`src/rtl/icmp_tx_if.sv`:
```
// +----------------------------------------------------------------------------+
// | Module      : icmp_tx_if                                                   |
// | Description : Request/payload/GMII bundle between the ICMP receive side    |
// |               and the echo-reply transmitter.                              |
// | Revision    : 1.0 - initial release                                        |
// +----------------------------------------------------------------------------+
`default_nettype none

interface icmp_tx_if;
    logic        tx_start_en;
    logic [15:0] tx_byte_num;
    logic [47:0] des_mac;
    logic [31:0] des_ip;
    logic [15:0] icmp_id;
    logic [15:0] icmp_seq;
    logic [31:0] reply_checksum;
    logic [7:0]  tx_data;
    logic        tx_req;
    logic        tx_done;
    logic        gmii_tx_en;
    logic [7:0]  gmii_txd;

    // Requesting side: issues the start pulse and serves payload bytes
    modport master (
        output tx_start_en, tx_byte_num, des_mac, des_ip, icmp_id, icmp_seq,
               reply_checksum, tx_data,
        input  tx_req, tx_done, gmii_tx_en, gmii_txd
    );

    // Transmitter side
    modport slave (
        input  tx_start_en, tx_byte_num, des_mac, des_ip, icmp_id, icmp_seq,
               reply_checksum, tx_data,
        output tx_req, tx_done, gmii_tx_en, gmii_txd
    );
endinterface

`default_nettype wire

```
`src/rtl/icmp_tx.sv`:
```
// +----------------------------------------------------------------------------+
// | Module      : icmp_tx                                                      |
// | Description : ICMP echo-reply transmitter. Latches the request fields at   |
// |               a start pulse, computes IP/ICMP checksums, streams preamble, |
// |               Ethernet/IPv4/ICMP headers, payload from a byte FIFO and FCS |
// |               on GMII.                                                     |
// |               Optional macro ICMP_TX_PAD_EN: zero-pad payloads shorter     |
// |               than 18 bytes so the frame reaches the 64-byte minimum.      |
// | Revision    : 1.0 - initial release                                        |
// +----------------------------------------------------------------------------+
`default_nettype none

module icmp_tx #(
    parameter logic [47:0] BOARD_MAC = 48'h00_11_22_33_44_55,
    parameter logic [31:0] BOARD_IP  = {8'd192, 8'd168, 8'd1, 8'd10}
) (
    input wire        clk,
    input wire        rst_n,
    icmp_tx_if.slave  bus
);

    typedef enum logic [2:0] {
        S_IDLE      = 3'd0,
        S_CHECK_SUM = 3'd1,
        S_PREAMBLE  = 3'd2,
        S_ETH_HEAD  = 3'd3,
        S_IP_HEAD   = 3'd4,
        S_ICMP_HEAD = 3'd5,
        S_TX_DATA   = 3'd6,
        S_CRC       = 3'd7
    } state_t;

    // The FSM state always describes the byte currently on the wire; output
    // registers are therefore loaded from the *next* state and counter.
    state_t      r_state;
    state_t      w_state_nxt;
    logic [15:0] r_cnt;
    logic [15:0] w_cnt_nxt;

    // Frame parameters captured at start
    logic [15:0] r_len;
    logic [47:0] r_des_mac;
    logic [31:0] r_des_ip;
    logic [15:0] r_id;
    logic [15:0] r_seq;
    logic [31:0] r_rsum;

    logic [15:0] r_ident;
    logic [31:0] r_ip_sum;
    logic [31:0] r_icmp_sum;
    logic [31:0] r_crc;

    logic        r_tx_req;
    logic        r_tx_done;
    logic        r_tx_en;
    logic [7:0]  r_txd;

    logic        w_accept;
    logic        w_frame_end;
    logic [15:0] w_pay_len;
    logic [15:0] w_total_len;
    logic [31:0] w_ip_raw;
    logic [31:0] w_icmp_raw;
    logic [31:0] w_ip_fold;
    logic [31:0] w_icmp_fold;
    logic [7:0]  w_byte;
    logic        w_en;
    logic        w_req;

    logic [13:0][7:0] w_eth;
    logic [19:0][7:0] w_ip_hdr;
    logic [7:0][7:0]  w_icmp_hdr;
    logic [3:0][7:0]  w_fcs;

    // Byte-wise reflected Ethernet CRC-32 update
    function automatic logic [31:0] crc32_byte(input logic [31:0] crc, input logic [7:0] data);
        logic [31:0] c;
        c = crc;
        for (int i = 0; i < 8; i++) begin
            c = (c[0] ^ data[i]) ? ((c >> 1) ^ 32'hEDB8_8320) : (c >> 1);
        end
        return c;
    endfunction

`ifdef ICMP_TX_PAD_EN
    assign w_pay_len = (r_len < 16'd18) ? 16'd18 : r_len;
`else
    assign w_pay_len = r_len;
`endif

    // A start pulse in the tx_done cycle is dropped even though the FSM is idle
    assign w_accept    = (r_state == S_IDLE) && bus.tx_start_en && !r_tx_done;
    assign w_frame_end = (r_state == S_CRC) && (w_state_nxt == S_IDLE);
    assign w_total_len = r_len + 16'd28;

    assign w_ip_raw = 32'h0000_4500 + {16'h0000, w_total_len} + {16'h0000, r_ident}
                    + 32'h0000_4000 + 32'h0000_4001
                    + {16'h0000, BOARD_IP[31:16]} + {16'h0000, BOARD_IP[15:0]}
                    + {16'h0000, r_des_ip[31:16]} + {16'h0000, r_des_ip[15:0]};
    assign w_icmp_raw  = r_rsum + {16'h0000, r_id} + {16'h0000, r_seq};
    assign w_ip_fold   = {16'h0000, r_ip_sum[31:16]} + {16'h0000, r_ip_sum[15:0]};
    assign w_icmp_fold = {16'h0000, r_icmp_sum[31:16]} + {16'h0000, r_icmp_sum[15:0]};

    // Header images, most significant byte is sent first
    assign w_eth      = {r_des_mac, BOARD_MAC, 16'h0800};
    assign w_ip_hdr   = {16'h4500, w_total_len, r_ident, 16'h4000, 8'h40, 8'h01,
                         r_ip_sum[15:0], BOARD_IP, r_des_ip};
    assign w_icmp_hdr = {16'h0000, r_icmp_sum[15:0], r_id, r_seq};
    assign w_fcs      = ~r_crc;

    // State register and per-state byte counter
    always_ff @(posedge clk or negedge rst_n) begin
        if (!rst_n) begin
            r_state <= S_IDLE;
            r_cnt   <= 16'd0;
        end else begin
            r_state <= w_state_nxt;
            r_cnt   <= w_cnt_nxt;
        end
    end

    // Next-state and counter sequencing through the frame sections
    always_comb begin
        w_state_nxt = r_state;
        w_cnt_nxt   = r_cnt + 16'd1;
        case (r_state)
            S_IDLE: begin
                w_cnt_nxt = 16'd0;
                if (w_accept) w_state_nxt = S_CHECK_SUM;
            end
            S_CHECK_SUM: if (r_cnt == 16'd2) begin
                w_state_nxt = S_PREAMBLE;
                w_cnt_nxt   = 16'd0;
            end
            S_PREAMBLE: if (r_cnt == 16'd7) begin
                w_state_nxt = S_ETH_HEAD;
                w_cnt_nxt   = 16'd0;
            end
            S_ETH_HEAD: if (r_cnt == 16'd13) begin
                w_state_nxt = S_IP_HEAD;
                w_cnt_nxt   = 16'd0;
            end
            S_IP_HEAD: if (r_cnt == 16'd19) begin
                w_state_nxt = S_ICMP_HEAD;
                w_cnt_nxt   = 16'd0;
            end
            S_ICMP_HEAD: if (r_cnt == 16'd7) begin
                w_state_nxt = (w_pay_len == 16'd0) ? S_CRC : S_TX_DATA;
                w_cnt_nxt   = 16'd0;
            end
            S_TX_DATA: if (r_cnt == w_pay_len - 16'd1) begin
                w_state_nxt = S_CRC;
                w_cnt_nxt   = 16'd0;
            end
            S_CRC: if (r_cnt == 16'd3) begin
                w_state_nxt = S_IDLE;
                w_cnt_nxt   = 16'd0;
            end
            default: begin
                w_state_nxt = S_IDLE;
                w_cnt_nxt   = 16'd0;
            end
        endcase
    end

    // Byte for the next wire cycle, plus payload request two cycles ahead
    always_comb begin
        w_byte = 8'h00;
        w_en   = 1'b1;
        case (w_state_nxt)
            S_PREAMBLE:  w_byte = (w_cnt_nxt == 16'd7) ? 8'hD5 : 8'h55;
            S_ETH_HEAD:  w_byte = w_eth[4'd13 - w_cnt_nxt[3:0]];
            S_IP_HEAD:   w_byte = w_ip_hdr[5'd19 - w_cnt_nxt[4:0]];
            S_ICMP_HEAD: w_byte = w_icmp_hdr[3'd7 - w_cnt_nxt[2:0]];
            S_TX_DATA:   w_byte = (w_cnt_nxt < r_len) ? bus.tx_data : 8'h00;
            S_CRC:       w_byte = w_fcs[w_cnt_nxt[1:0]];
            default:     w_en   = 1'b0;
        endcase
        w_req = ((w_state_nxt == S_ICMP_HEAD) && (w_cnt_nxt >= 16'd6)
                    && ((w_cnt_nxt - 16'd6) < r_len))
             || ((w_state_nxt == S_TX_DATA) && ((w_cnt_nxt + 16'd2) < r_len));
    end

    // Capture request fields, fold checksums, run CRC, track identification
    always_ff @(posedge clk or negedge rst_n) begin
        if (!rst_n) begin
            r_len      <= 16'd0;
            r_des_mac  <= 48'd0;
            r_des_ip   <= 32'd0;
            r_id       <= 16'd0;
            r_seq      <= 16'd0;
            r_rsum     <= 32'd0;
            r_ident    <= 16'd0;
            r_ip_sum   <= 32'd0;
            r_icmp_sum <= 32'd0;
            r_crc      <= 32'hFFFF_FFFF;
        end else begin
            if (w_accept) begin
                r_len     <= bus.tx_byte_num;
                r_des_mac <= bus.des_mac;
                r_des_ip  <= bus.des_ip;
                r_id      <= bus.icmp_id;
                r_seq     <= bus.icmp_seq;
                r_rsum    <= bus.reply_checksum;
            end
            if (r_state == S_CHECK_SUM) begin
                case (r_cnt)
                    16'd0: begin
                        r_ip_sum   <= w_ip_raw;
                        r_icmp_sum <= w_icmp_raw;
                    end
                    16'd1: begin
                        r_ip_sum   <= w_ip_fold;
                        r_icmp_sum <= w_icmp_fold;
                    end
                    default: begin
                        r_ip_sum   <= {16'h0000, ~w_ip_fold[15:0]};
                        r_icmp_sum <= {16'h0000, ~w_icmp_fold[15:0]};
                    end
                endcase
            end
            // CRC covers destination MAC through the last pad byte
            if (w_state_nxt inside {S_ETH_HEAD, S_IP_HEAD, S_ICMP_HEAD, S_TX_DATA}) begin
                r_crc <= crc32_byte(r_crc, w_byte);
            end else if (w_state_nxt != S_CRC) begin
                r_crc <= 32'hFFFF_FFFF;
            end
            if (w_frame_end) r_ident <= r_ident + 16'd1;
        end
    end

    // Registered outputs
    always_ff @(posedge clk or negedge rst_n) begin
        if (!rst_n) begin
            r_tx_req  <= 1'b0;
            r_tx_done <= 1'b0;
            r_tx_en   <= 1'b0;
            r_txd     <= 8'h00;
        end else begin
            r_tx_req  <= w_req;
            r_tx_done <= w_frame_end;
            r_tx_en   <= w_en;
            r_txd     <= w_byte;
        end
    end

    assign bus.tx_req     = r_tx_req;
    assign bus.tx_done    = r_tx_done;
    assign bus.gmii_tx_en = r_tx_en;
    assign bus.gmii_txd   = r_txd;

endmodule

`default_nettype wire

```
`src/flat_wrapper.sv`:
```
// flat-port wrapper written by rule: the top's interface ports become plain ports
module icmp_tx_flat 
#(
    parameter logic [47:0] BOARD_MAC = 48'h00_11_22_33_44_55,
    parameter logic [31:0] BOARD_IP  = {8'd192, 8'd168, 8'd1, 8'd10}
)
  (clk, rst_n, bus_tx_start_en, bus_tx_byte_num, bus_des_mac, bus_des_ip, bus_icmp_id, bus_icmp_seq, bus_reply_checksum, bus_tx_data, bus_tx_req, bus_tx_done, bus_gmii_tx_en, bus_gmii_txd);
  icmp_tx_if bus_i ();
  input wire clk;
  input wire rst_n;
  input wire logic [$bits(bus_i.tx_start_en)-1:0] bus_tx_start_en;
  input wire logic [$bits(bus_i.tx_byte_num)-1:0] bus_tx_byte_num;
  input wire logic [$bits(bus_i.des_mac)-1:0] bus_des_mac;
  input wire logic [$bits(bus_i.des_ip)-1:0] bus_des_ip;
  input wire logic [$bits(bus_i.icmp_id)-1:0] bus_icmp_id;
  input wire logic [$bits(bus_i.icmp_seq)-1:0] bus_icmp_seq;
  input wire logic [$bits(bus_i.reply_checksum)-1:0] bus_reply_checksum;
  input wire logic [$bits(bus_i.tx_data)-1:0] bus_tx_data;
  output wire logic [$bits(bus_i.tx_req)-1:0] bus_tx_req;
  output wire logic [$bits(bus_i.tx_done)-1:0] bus_tx_done;
  output wire logic [$bits(bus_i.gmii_tx_en)-1:0] bus_gmii_tx_en;
  output wire logic [$bits(bus_i.gmii_txd)-1:0] bus_gmii_txd;
  assign bus_i.tx_start_en = bus_tx_start_en;
  assign bus_i.tx_byte_num = bus_tx_byte_num;
  assign bus_i.des_mac = bus_des_mac;
  assign bus_i.des_ip = bus_des_ip;
  assign bus_i.icmp_id = bus_icmp_id;
  assign bus_i.icmp_seq = bus_icmp_seq;
  assign bus_i.reply_checksum = bus_reply_checksum;
  assign bus_i.tx_data = bus_tx_data;
  assign bus_tx_req = bus_i.tx_req;
  assign bus_tx_done = bus_i.tx_done;
  assign bus_gmii_tx_en = bus_i.gmii_tx_en;
  assign bus_gmii_txd = bus_i.gmii_txd;
  icmp_tx #(.BOARD_MAC(BOARD_MAC), .BOARD_IP(BOARD_IP)) u_core (.clk(clk), .rst_n(rst_n), .bus(bus_i));
endmodule
```
`config.mk`:
```
export PLATFORM = sky130hd
export DESIGN_NAME = icmp_tx_flat
export DESIGN_NICKNAME = d
export VERILOG_FILES = /design/src/rtl/icmp_tx_if.sv /design/src/rtl/icmp_tx.sv /design/src/flat_wrapper.sv
export SDC_FILE = /design/constraint.sdc
export NUM_CORES = 1
export LEC_CHECK = 0
export CAP_MARGIN = 20
export CELL_PAD_IN_SITES_DETAIL_PLACEMENT = 2
export CELL_PAD_IN_SITES_GLOBAL_PLACEMENT = 2
export CORE_ASPECT_RATIO = 0.6
export CORE_MARGIN = 5
export CORE_UTILIZATION = 34
export DETAILED_ROUTE_END_ITERATION = 10
export GPL_TIMING_DRIVEN = 0
export PLACE_DENSITY = 0.89
export SYNTH_ARGS = -nofsm -noshare
export SYNTH_HDL_FRONTEND = slang
export SYNTH_SLANG_ARGS = --single-unit
```
`constraint.sdc`:
```
create_clock -name clk -period 6.4 [get_ports clk]
set_input_delay 1.28 -clock clk [delete_from_list [all_inputs] [get_ports clk]]
set_output_delay 1.28 -clock clk [all_outputs]
set_load 0.1 [all_outputs]
```
* Word-level counts from Yosys, hierarchy flattened
Index checks and enable logic that the tools add are counted.
** Word-level totals
- Register bits :: 302
- Input bits :: 171
- Output and inout port bits :: 11
- Word-level logic and storage cells :: 143
** Operators by class
- Add/subtract/negate cells :: 21
- Order comparisons :: 8
- Equal/unequal tests :: 22
- Multiplexer cells :: 41
- Bitwise logic cells :: 19
- Reduce and logical (&&, ||, !) cells :: 16
** Operators by type and width (count)
- 32-bit two-way mux :: 10
- 32-bit by 16-bit adder with 32-bit output :: 5
- 32-bit one-hot mux with 2 select lines :: 2
- 13-bit NOT with 14-bit output :: 8
- 16-bit one-hot mux with 7 select lines :: 1
- 16-bit two-way mux :: 6
- 32-bit by 15-bit adder with 32-bit output, second input constant :: 2
- 16-bit < comparator :: 3
- 8-bit two-way mux :: 6
- 8-bit one-hot mux with 6 select lines :: 1
- 8-bit binary-select mux with 5-bit select :: 1
- 16-bit by 16-bit adder with 17-bit output :: 2
- 16-bit by 1-bit adder with 16-bit output, second input constant :: 2
- 32-bit by 16-bit adder with 32-bit output, second input constant :: 1
- 32-bit by 9-bit adder with 32-bit output, second input constant :: 1
- 8-bit binary-select mux with 4-bit select :: 1
- 16-bit by 2-bit == test with 1-bit output, second input constant :: 2
- 16-bit by 3-bit == test with 1-bit output, second input constant :: 2
- 16-bit logical NOT :: 2
- 16-bit NOT :: 2
- 32-bit NOT :: 1
- 8-bit binary-select mux with 3-bit select :: 1
- 3-bit == test, second input constant :: 8
- 3-bit two-way mux :: 8
- other kinds (32) :: 49

* Longest topological paths before layout
- Depth after elaboration :: 25
- Mapped depth :: 29
- Depth with buffers taken out :: 27

* Least setup slack after synthesis
OpenSTA, ideal clock, no wires.
- Path type :: register to register
- Start point :: reg u_core.r_cnt[13]
- End point :: reg u_core.r_crc[20]
- Setup time :: 80 ps
- Arrival :: 6462 ps
- Data required time :: 6320 ps
- Setup slack :: -142 ps
- Cell stages (with the launch flop) :: 28
- Path buffers :: 4
- Period minus slack after synthesis :: 6542 ps
- Path through :: dfrtp_1 > clkbuf_1 > or4_1 > nor4_2 > a21oi_1 > a221o_1 > or2_0 > buf_2 > nor2_1 > clkbuf_1 > clkbuf_1 > nor2_1 > ha_1 > a21o_1 > a21o_1 > a211oi_1 > o21bai_1 > a21o_1 > a21oi_1 > and4bb_2 > nand2_1 > o211ai_1 > or3_4 > xor2_4 > xor2_1 > xor2_1 > xnor3_1 > o22a_1
** On the way
- Elaborated cells on any way between the ends :: 67
- Those cells by class :: 4 x add/sub; 1 x order compare; 14 x eq/ne; 35 x mux; 11 x bitwise; 2 x reduce/logical
** RTL lines
- from (decl) :: RTL line icmp_tx.sv:37 : logic [15:0] r_cnt;
- from (signal assigned) :: RTL line icmp_tx.sv:118 : r_cnt <= w_cnt_nxt;
- 16-bit by 2-bit == test with 1-bit output (tied with other cells) :: RTL line icmp_tx.sv:155 : S_CRC: if (r_cnt == 16'd3) begin
- 16-bit two-way mux (tied with other cells) :: RTL line icmp_tx.sv:155
- 16-bit one-hot mux with 7 select lines * :: RTL line icmp_tx.sv:126 : case (r_state)
- net u_core.w_cnt_nxt[8] :: RTL line icmp_tx.sv:38 : logic [15:0] w_cnt_nxt;
- 16-bit < comparator * :: RTL line icmp_tx.sv:175 : S_TX_DATA: w_byte = (w_cnt_nxt < r_len) ? bus.tx_data : 8'h00;
- 8-bit two-way mux * :: RTL line icmp_tx.sv:175
- 8-bit one-hot mux with 6 select lines * :: RTL line icmp_tx.sv:170 : case (w_state_nxt)
- net u_core.w_byte[1] :: RTL line icmp_tx.sv:66 : logic [7:0] w_byte;
- [... 4 more ...]
- 32-bit two-way mux * :: RTL line icmp_tx.sv:80 : c = (c[0] ^ data[i]) ? ((c >> 1) ^ 32'hEDB8_8320) : (c >> 1);
- 13-bit NOT with 14-bit output (no source line)
- 32-bit two-way mux * (2 in series) :: RTL line icmp_tx.sv:80
- 13-bit NOT with 14-bit output (no source line)
- 32-bit two-way mux * :: RTL line icmp_tx.sv:80
- 13-bit NOT with 14-bit output (no source line)
- 32-bit two-way mux * :: RTL line icmp_tx.sv:80
- 32-bit two-way mux * :: RTL line icmp_tx.sv:223 : if (w_state_nxt inside {S_ETH_HEAD, S_IP_HEAD, S_ICMP_HEAD, S_TX_DATA}) begin
- to (signal assigned) :: RTL line icmp_tx.sv:224 : r_crc <= crc32_byte(r_crc, w_byte);
- to (decl) :: RTL line icmp_tx.sv:51 : logic [31:0] r_crc;
The timed path passes the listed nets; every way through them passes the cells marked *. The select of a mux whose other input is x is not followed.
A chain may end at the register's enable or synchronous reset.

* Worst setup path in the final report
- Start point :: reg u_core.r_len[1]
- End point :: reg u_core.r_crc[23]
** On the way
- Elaborated cells on any way between the ends :: 55
- Those cells by class :: 5 x add/sub; 1 x order compare; 9 x eq/ne; 26 x mux; 11 x bitwise; 3 x reduce/logical
** RTL lines
- from (decl) :: RTL line icmp_tx.sv:41 : logic [15:0] r_len;
- from (signal assigned) :: RTL line icmp_tx.sv:199 : r_len <= bus.tx_byte_num;
- 16-bit by 1-bit subtractor with 16-bit output * :: RTL line icmp_tx.sv:151 : S_TX_DATA: if (r_cnt == w_pay_len - 16'd1) begin
- 16-bit == test * :: RTL line icmp_tx.sv:151
- 16-bit two-way mux * :: RTL line icmp_tx.sv:151
- 16-bit one-hot mux with 7 select lines * :: RTL line icmp_tx.sv:126
- net u_core.w_cnt_nxt[2] :: RTL line icmp_tx.sv:38
- 5-bit subtractor (tied with other cells) :: RTL line icmp_tx.sv:173 : S_IP_HEAD: w_byte = w_ip_hdr[5'd19 - w_cnt_nxt[4:0]];
- 8-bit binary-select mux with 5-bit select (tied with other cells) :: RTL line icmp_tx.sv:173
- 8-bit two-way mux, on equally long branches :: RTL line icmp_tx.sv:173, icmp_tx.sv:172, icmp_tx.sv:174
- 8-bit one-hot mux with 6 select lines * :: RTL line icmp_tx.sv:170
- net u_core.w_byte[6] :: RTL line icmp_tx.sv:66
- 1-bit bitwise XOR * :: RTL line icmp_tx.sv:80
- 32-bit two-way mux * :: RTL line icmp_tx.sv:80
- 13-bit NOT with 14-bit output (no source line)
- 32-bit two-way mux * :: RTL line icmp_tx.sv:80
- 32-bit two-way mux * :: RTL line icmp_tx.sv:223
Marks and branches as above.

==> flow_metrics.env <==
export IMPL_critPathLaunchType="flip-flop"
export IMPL_fp_dieW_microns=332.5
export IMPL_top_level_ports=182
export IMPL_synthArstFlopShare=1.000
export IMPL_holdPathStages=2
export IMPL_clk_pin_slew_ns=0.09
export IMPL_root_buffer="clkbuf_16"
export IMPL_placed_area_sq_um=24210
export IMPL_vias_per_cell=6.377
export IMPL_clock_sinks=290
export IMPL_rsz0062_at_grt="true"
export IMPL_synth_edf_count=0
export IMPL_fp_row_count=70
export IMPL_p_leak_nw=11.66
export IMPL_final_area_sq_um=27690
export IMPL_area_growth_pct=30.52
export IMPL_critPathMaxFanout=9
export IMPL_initial_utilization=0.3461
export IMPL_grt_pass1_vias=22860
export IMPL_ys_top_cells_by_area="dfrtp_1 (30%), ha_1 (7.7%), mux2_2 (7.3%)"
export IMPL_h_tree_depth=2
export IMPL_swShare=0.3974
export IMPL_setup_viol=25
export IMPL_required_ns=6.90
export IMPL_pwr_density_cell_nw_per_um2=334.9
export IMPL_r2r_setup_slack_ns=-0.31
export IMPL_seq_power_share=0.291
export IMPL_violations="negative setup slack"
export IMPL_combPwrFrac=0.466
export IMPL_ir_drop_uv=200.9
export IMPL_nets=2923
export IMPL_synth_common_cells="dfrtp_1 (258), a21oi_1 (167), nand2_1 (157), xnor2_1 (148), nor2_1 (144)"
export IMPL_syn_nets=2575
export IMPL_cts_buffers_inserted=34
export IMPL_cts_tree="built"
export IMPL_antenna_found_initial=7
export IMPL_yosys_area_top_type="dfrtp_1"
export IMPL_wl_per_cell_microns=35.52
export IMPL_clockBufferDepth=3
export IMPL_min_path_type="flip-flop to flip-flop"
export IMPL_crit_arrival_ns=7.22
export IMPL_worst_slack_ns=-0.3146
export IMPL_hold_violations=0
export IMPL_dr_total_vias=21850
export IMPL_ys_ff_latch=290
export IMPL_cap_violations=0
export IMPL_slew_viol_final=0
export IMPL_fmax_mhz=148.9
export IMPL_yosysSeqAreaShare=0.3439
export IMPL_drt_first_iter_violations=2822
export IMPL_grt_first_pass_wirelength_mm=164.9
export IMPL_rr_worst_depth=26
export IMPL_whs_ns=0.5062
export IMPL_finalWeightedCongestion=0.9594
export IMPL_relSlewSlack=0.2055
export IMPL_layout_drive_gt1_share=0.2168
export IMPL_yosys_cell_types_count=97
export IMPL_track_usage=0.3271
export IMPL_p_int_mw=5.588
export IMPL_period_needed_ns=6.715
export IMPL_die_y_microns=203.5
export IMPL_tightest_slew_ns=1.192
export IMPL_synth_most_common_cell="dfrtp_1"
export IMPL_drc=0
export IMPL_pwr_share_clk=0.243
export IMPL_io_buffers=181
export IMPL_synth_cells=2223
export IMPL_yosys_warnings=0
export IMPL_p_sw_mw=3.685
export IMPL_dieArea_sq_um=67660
export IMPL_fin_crit_sh=1.049
export IMPL_grt_overflow=0
export IMPL_clock_skew_ns=0.04062
export IMPL_syn_cell_area_sq_um=21220
export IMPL_clk_latency_ns=0.60
export IMPL_dp_hpwl_mm=82.56
export IMPL_finalWirelength_mm=121.7
export IMPL_worstSetupPathType="flip-flop to flip-flop"
export IMPL_ant_nets=0
export IMPL_grt_max_degree=101
export IMPL_synth_top_flop_cell="dfrtp_1"
export IMPL_yosysTopAreaCellShare=0.3043
export IMPL_coreArea_sq_um=61310
export IMPL_drt_pass1_iterations=5
export IMPL_synth_avg_cell_area_sq_um=9.545
export IMPL_endpoint_kind="flip-flop"
export IMPL_status="finished with violations"
placed cells by master (no fill, tap or decap), types with 14 or more instances in the layout:
cell	synthesis	routed
nand3_1	43	41
buf_4	1	129
a31oi_1	17	16
o211ai_1	16	16
dfrtp_2	0	16
o221ai_1	14	14
o22ai_1	29	29
dfstp_2	32	32
xor2_1	53	44
a21oi_1	167	160
o21ai_0	139	133
nor2_1	144	130
mux2i_1	15	14
clkbuf_16	0	37
dfrtp_1	258	242
a21o_1	22	22
a22o_1	17	17
inv_1	141	135
mux2_2	138	138
and3_1	15	15
nand2_1	157	155
nand4_1	26	26
clkbuf_1	94	69
nor3_1	41	36
o21bai_1	29	29
ha_1	131	115
clkdlybuf4s50_1	0	180
xnor2_1	148	142
fa_1	50	50
worst max-delay path, cell delays in order, from the launching register on:
cell	delay (ns)
dfrtp_1	0.45
clkinvlp_4	0.16
ha_4	0.21
nand4bb_4	0.21
nor4_4	0.34
o2111ai_2	0.23
nor4_4	0.40
buf_4	0.20
a41oi_4	0.21
buf_6	0.21
o21ai_4	0.21
inv_4	0.08
clkbuf_16	0.18
ha_4	0.29
nand2_2	0.09
nor3_4	0.29
o41ai_4	0.23
a311oi_1	0.26
and4bb_4	0.31
buf_6	0.14
a2111o_1	0.51
xor2_4	0.29
xnor2_4	0.15
buf_12	0.16
xor2_4	0.22
xnor3_1	0.37
o22a_1	0.20
sequential cells by signal, indices dropped and copies added, names as in the netlist:
register and cells:
u_core.r_cnt 16, u_core.r_ident 16, u_core.r_des_ip 32, u_core.bus.tx_done 1
u_core.r_seq 16, u_core.r_des_mac 48, u_core.r_ip_sum 20, u_core.bus.gmii_txd 8
u_core.r_rsum 32, u_core.r_len 16, u_core.bus.gmii_tx_en 1, u_core.bus.tx_req 1
u_core.r_crc 32, u_core.r_id 16, u_core.r_state 3, u_core.r_icmp_sum 32
power by group through the flow:
stage	registers (mW)	logic [mW]	clock network, mW
finish	2.70	4.32	2.25
CTS	2.65	3.90	2.22
floorplan	2.50	2.43	0
detailed placement	2.66	3.35	0
global placement	2.63	3.11	0
global route	2.70	4.58	2.33
repair_timing:
| item | in CTS | in global routing |
|---|---|---|
| endpoints found under the hold margin | 0 | 0 |
| setup buffers | 78 | 61 |
| gates cloned | 0 | 1 |
| hold buffers | 0 | 0 |
| setup endpoints to repair | 42 | 33 |
| pin swaps | 49 | 69 |
| resized for setup | 147 | 103 |
through the flow:
step	cells	setup TNS (ns)	setup WS, ns	util	power (mW)
floorplan	2223	0	0.01876	-	4.928
global placement	3232	-2561.72	-9.008	0.3929	5.746
detailed placement	3240	-96.51	-3.070	0.3948	6.009
CTS	3363	-0.01322	-0.01322	0.4365	8.771
global route	3425	-4.661	-0.3569	0.4516	9.612
finish	3427	-3.979	-0.3146	0.4517	9.273
cell families (layout without fill, tap and decap cells):
logic type | Yosys count | in the layout | synth area share
other cells | 0 | 2 | 0
xor+xnor | 218 | 218 | 0.1015
mux | 154 | 154 | 0.08138
simple gates | 539 | 539 | 0.1241
flops | 290 | 290 | 0.3439
compound gates | 587 | 587 | 0.1785
buf+inv | 254 | 628 | 0.04617
fa+ha+maj | 181 | 181 | 0.1244
area by class of cell:
type / instances / area (sq um)
flip-flops and latches: 290 / 7317
repair buffers: 333 / 3167
diodes: 2 / 5.005
clock buffers: 44 / 958.4
multi-input cells: 1679 / 13940
fillers: 6364 / 33620
inverters: 147 / 583.1
clock inverters: 18 / 252.7
plain buffers: 86 / 435.4
well taps: 828 / 1036
routing by layer:
layer | up-vias | global-route usage | routed length (microns)
met2 | 1407 | 0.4999 | 52780
met5 | - | 0 | 37
met4 | 6 | 0.1033 | 5850
met3 | 366 | 0.09328 | 13110
li1 | 8645 | - | -
met1 | 11430 | 0.4503 | 49950
worst paths after layout:
path	start	to
min reg2reg	u_core.r_icmp_sum[30]	u_core.r_icmp_sum[30]
max reg2reg	u_core.r_len[1]	u_core.r_crc[23]
min	u_core.r_icmp_sum[30]	u_core.r_icmp_sum[30]
min in group asynchronous	rst_n	u_core.r_ip_sum[12]
max in group asynchronous	rst_n	u_core.r_cnt[6]
max	u_core.r_len[1]	u_core.r_crc[23]
Note: power is estimated with default switching activity, not from simulation.
